[config.mk]
export PLATFORM = sky130hd
export DESIGN_NAME = alu_sequencer
export DESIGN_NICKNAME = d
export VERILOG_FILES = /design/src/rtl/alu_sequencer.sv
export SDC_FILE = /design/constraint.sdc
export NUM_CORES = 1
export LEC_CHECK = 0
export CORE_MARGIN = 5
export CORE_UTILIZATION = 40
export CTS_CLUSTER_SIZE = 30
export DETAILED_ROUTE_END_ITERATION = 7
export PLACE_DENSITY = 0.76
export REMOVE_ABC_BUFFERS = 1
export SETUP_SLACK_MARGIN = 0.2
export SYNTH_ARGS = -nofsm -noshare
export SYNTH_HDL_FRONTEND = slang
export SYNTH_SLANG_ARGS = --single-unit
export TNS_END_PERCENT = 5
[constraint.sdc]
create_clock -name clk -period 1.7 [get_ports clk]
set_clock_uncertainty 0.05 [all_clocks]
set_input_delay 0.255 -clock clk [delete_from_list [all_inputs] [get_ports clk]]
set_output_delay 0.255 -clock clk [all_outputs]
set_load 0.02 [all_outputs]
[src/rtl/alu_sequencer.sv]
// alu_sequencer: registered valid/ready command front-end for the combinational alu.
//   Accepts {opcode, A, B} commands, drives the alu inputs from registers, holds them for
//   SETTLE_CYCLES, captures result + flags, and returns one response per command.
//   Optional feature macro: ALU_SEQ_STICKY_FLAGS_EN (adds sticky_flags / sticky_clr).
// Ports:
//   clk, rst_n                        clock, asynchronous active-low reset
//   cmd_valid/cmd_ready               command handshake
//   cmd_opcode, cmd_a, cmd_b          command fields
//   cmd_chain                         1: use accumulator (last good result) as operand A
//   alu_a, alu_b, alu_opcode          registered drive to the alu
//   alu_result, alu_flags             alu outputs {carry, zero, negative, overflow}
//   rsp_valid/rsp_ready               response handshake
//   rsp_result, rsp_flags, rsp_err    captured response; err on DIV by zero or opcode 1110
//   sticky_flags, sticky_clr          (ALU_SEQ_STICKY_FLAGS_EN only) OR of all captured flags
module alu_sequencer #(
    parameter int WIDTH         = 4,
    parameter int SETTLE_CYCLES = 1
) (
    input  logic             clk,
    input  logic             rst_n,
    input  logic             cmd_valid,
    output logic             cmd_ready,
    input  logic [3:0]       cmd_opcode,
    input  logic [WIDTH-1:0] cmd_a,
    input  logic [WIDTH-1:0] cmd_b,
    input  logic             cmd_chain,
    output logic [WIDTH-1:0] alu_a,
    output logic [WIDTH-1:0] alu_b,
    output logic [3:0]       alu_opcode,
    input  logic [WIDTH-1:0] alu_result,
    input  logic [3:0]       alu_flags,
    output logic             rsp_valid,
    input  logic             rsp_ready,
    output logic [WIDTH-1:0] rsp_result,
    output logic [3:0]       rsp_flags,
    output logic             rsp_err
`ifdef ALU_SEQ_STICKY_FLAGS_EN
    ,
    output logic [3:0]       sticky_flags,
    input  logic             sticky_clr
`endif
);

    typedef enum logic [1:0] {IDLE, ISSUE, RESP} state_t;

    state_t           state, next_state;
    logic [3:0]       cnt;
    logic             err;
    logic [WIDTH-1:0] acc;
    logic             accept, capture, done;
    logic [WIDTH-1:0] cap_result;
    logic [3:0]       cap_flags;

    // Ready is gated by rst_n so it reads 0 while reset is asserted.
    assign cmd_ready  = rst_n && (state == IDLE);
    assign accept     = cmd_valid && cmd_ready;
    assign capture    = (state == ISSUE) && (cnt == 4'd1);
    assign done       = (state == RESP) && rsp_ready;
    assign cap_result = err ? '0 : alu_result;
    assign cap_flags  = err ? 4'b0100 : alu_flags;

    always_ff @(posedge clk or negedge rst_n) begin
        if (!rst_n) state <= IDLE;
        else        state <= next_state;
    end

    always_comb begin
        next_state = state;
        case (state)
            IDLE:    next_state = accept  ? ISSUE : IDLE;
            ISSUE:   next_state = capture ? RESP  : ISSUE;
            RESP:    next_state = done    ? IDLE  : RESP;
            default: next_state = IDLE;
        endcase
    end

    always_ff @(posedge clk or negedge rst_n) begin
        if (!rst_n) begin
            alu_a      <= '0;
            alu_b      <= '0;
            alu_opcode <= '0;
            cnt        <= '0;
            err        <= 1'b0;
            acc        <= '0;
            rsp_valid  <= 1'b0;
            rsp_result <= '0;
            rsp_flags  <= '0;
            rsp_err    <= 1'b0;
        end else begin
            if (accept) begin
                alu_opcode <= cmd_opcode;
                alu_b      <= cmd_b;
                alu_a      <= cmd_chain ? acc : cmd_a;
                cnt        <= 4'(SETTLE_CYCLES);
                // Error is decided once from the accepted command, not from the alu.
                err        <= (cmd_opcode == 4'b0110 && cmd_b == '0) || cmd_opcode == 4'b1110;
            end else if (state == ISSUE) begin
                cnt <= cnt - 4'd1;
            end
            if (capture) begin
                rsp_valid  <= 1'b1;
                rsp_result <= cap_result;
                rsp_flags  <= cap_flags;
                rsp_err    <= err;
                if (!err) acc <= alu_result;
            end else if (done) begin
                rsp_valid <= 1'b0;
            end
        end
    end

`ifdef ALU_SEQ_STICKY_FLAGS_EN
    always_ff @(posedge clk or negedge rst_n) begin
        if (!rst_n)          sticky_flags <= '0;
        else if (sticky_clr) sticky_flags <= '0;
        else if (capture)    sticky_flags <= sticky_flags | cap_flags;
    end
`endif

endmodule
==> results.yml <==
timing:
  tightest_slew_ns: 0.3731
  min_period_ns: 1.777
  min_period_over_period_pct: 104.5
  grt_setup_unrepaired: "true"
  fmax_mhz: 562.7
  slew_headroom_pct: 74.79
  tns_ns: -0.2900
  setup_viol: 5
  worst_slack_ns: -0.07699
  drv_slew: 0
  finalHoldViolCount: 0
detailed_routing:
  via_per_inst: 4.862
  wire_per_inst_um: 14.82
  routed_wl_um: 3541
  ant_nets: 0
  routed-via-count: 1162
  drt_pass1_iterations: 4
  drtIter0Drc: 45
  drc: 0
status:
  status: "complete, but fails checks"
  violations: "setup timing"
global_routing:
  grt_pass1_vias: 1322
  track_usage_pct: 15.98
  grt_overflow: 0
  grt_antenna_before_repair: 0
  grt_first_pass_wirelength_um: 6168
  grt_max_degree: 26
power_and_ir_drop:
  irDropWorstVdd_uv: 988.2
  leakage_nw: 1.042
  power_density_mw_per_mm2: 1736
critical_path:
  critPathBufInv: 2
  crit_arrival_ns: 1.95
  crit_path_end_kind: "register"
  worst-path-stages: 6
  reg2reg_depth: 6
  critical_path.max_fanout: 5
  crit_chain: "inv_2, ha_4, or3b_4, nor3_4, buf_6, mux2_4"
  cp_slowest_cell: "dfrtp_1"
  crit_type: "register to register"
  crit_required_ns: 1.87
  cp-start-kind: "register"
  slowest_delay_ns: 0.40
  crit_family: "simple AND/OR/NAND/NOR gates"
floorplan:
  start_util_pct: 42.27
  dieArea_mm2: 0.004911
  rows: 21
  pin_count: 48
  die_h_um: 70.08
  dieWidth_um: 70.08
  core_mm2: 0.003416
synthesis:
  synth-simple-area-share_pct: 18.37
  synth.area.mux_share_pct: 9.185
  syn_area_per_cell_um2: 11.02
  yosysSeqAreaShare_pct: 57.19
  async_flop_share_pct: 100.0
  synth-xor-area-share_pct: 0.6066
  ys_seq_elements: 33
  synthAdderAreaFrac_pct: 1.733
  synth_top_area_share_pct: 57.19
  synth_edf_count: 0
  yosysTopAreaCell: "dfrtp_1"
  synth_cell_types: 29
  ys_warn_count: 0
  yosys-top-cells-area: "dfrtp_1 57%, nand2_1 8.6%, mux2_4 4.2%"
  synth_top_family_by_area: "simple AND/OR/NAND/NOR gates"
  synthCells: 131
  netlist_area_mm2: 0.001444
  synth_common_cells: "33 x dfrtp_1, 33 x nand2_1, 10 x o21ai_0"
  synthFlopType: "dfrtp_1"
  synth-compound-area-share_pct: 8.579
placed_design:
  dp_slack_ns: -0.2558
  dp_hpwl_um: 2679
  dpl.cell_count: 229
  gp_congestion: 0.7561
  portBuffers: 47
  dpl-instance-area_mm2: 0.002011
finish:
  area_growth_pct: 46.71
  fill_cells: 300
  nets: 219
  multi_input_area_um2: 606.8
  final_cells: 239
  drive_gt1_share_pct: 21.76
  stdcell_area_mm2: 0.002118
  regArea_um2: 827.0
  antenna_cells: 0
min_path:
  holdCritPathClass: "input pin to async pin"
clock_tree:
  cts_tree: "built"
  cts_sinks: 33
  path_clk_slew_ns: 0.11
  cts_max_level: 2
  clk_latency_ns: 0.34
  numCtsBuffers: 5
  cts_buffer_depth: 2
  root_buffer: "clkbuf_4"
job:
  cap_violations: 0
==> cell families after synthesis <==
kind of cell | after synthesis
adder cells (fa/ha/maj) | 2
multiplexers | 11
AND/OR/NAND/NOR | 53
XOR/XNOR | 1
buffers and inverters | 10
flip-flops | 33
AO/OA/AOI/OAI | 21
==> report_power, final <==
part           internal [W]  leakage [nW]  switching (W)  total, W
Sequential          0.00116         0.410       0.000262   0.00142
Combinational      0.000875         0.601       0.000948   0.00182
Clock              0.000156        0.0310       0.000276  0.000432
Total               0.00219          1.04        0.00149   0.00368
==> through the flow <==
stage	power, W	hold WS (ns)	utilization (%)
CTS	0.003683	0.1599	61.06
detailed placement	0.003320	0.4158	58.86
floorplan	0.002363	-0.09059	-
global placement	0.003245	0.4097	58.86
finish	0.003677	0.1488	62.01
global route	0.003956	0.1824	62.01
==> cell type report <==
cell class,count,area share [%]
flip-flops and latches,33,39.04
multi-input cells,88,28.65
repair buffers,61,26.46
well taps,46,2.717
clock buffers,5,1.772
clock inverters,3,0.8269
inverters,3,0.5316
==> layout by cell type, fill, tap and decap left out, drive strengths merged, types with 2 or more instances in the layout <==
master          n
nand2          33
ha              2
clkdlybuf4s50  24
o21ai          14
a22o            4
mux2i           5
nand2b          5
a21oi           2
mux2            6
dfrtp          33
buf            14
clkinv          2
or3b            2
clkbuf          5
dlygate4sd2    21
nor4            2
nor2            5
inv             3
==> repair_timing <==
| item | in CTS | in global routing |
|---|---|---|
| hold endpoints to repair | 8 | 0 |
| hold buffers | 1 | 0 |
| endpoints found under the setup margin | 41 | 23 |
| gates resized for setup | 36 | 9 |
| pin swaps | 1 | 5 |
| setup buffers | 1 | 0 |
==> registers in the layout, indices dropped and copies added, names as in the netlist <==
signal,flops
rsp_valid,1
alu_b,4
state,2
rsp_flags,4
rsp_err,1
alu_opcode,4
alu_a,4
err,1
rsp_result,4
cnt,4
acc,4
==> worst paths after layout <==
check                                   start            end  slack [ns]
worst max-delay path                   cnt[1]         acc[3]       -0.08
worst min-delay path                    rst_n         acc[1]        0.15
worst max register to register         cnt[1]         acc[3]       -0.08
worst min register to register  alu_opcode[2]  alu_opcode[2]        0.45
max in group asynchronous               rst_n       state[0]        0.72
min in group clk                cmd_opcode[2]  alu_opcode[2]        0.42
==> tightest hold or removal path, cell delays in order <==
cell and delay [ns]:
dlygate4sd2_1 0.26, buf_6 0.13, buf_4 0.30
==> metal layers <==
metal	routed length (um)	part of all wire, %	up-vias	global-route usage [%]
met5	0	0	-	0
met4	43	1.2	0	5.106
met3	244	6.9	5	6.169
met2	1793	51	42	27.70
met1	1460	41	554	17.98
li1	-	-	561	-
(Power assumes the default switching activity.)
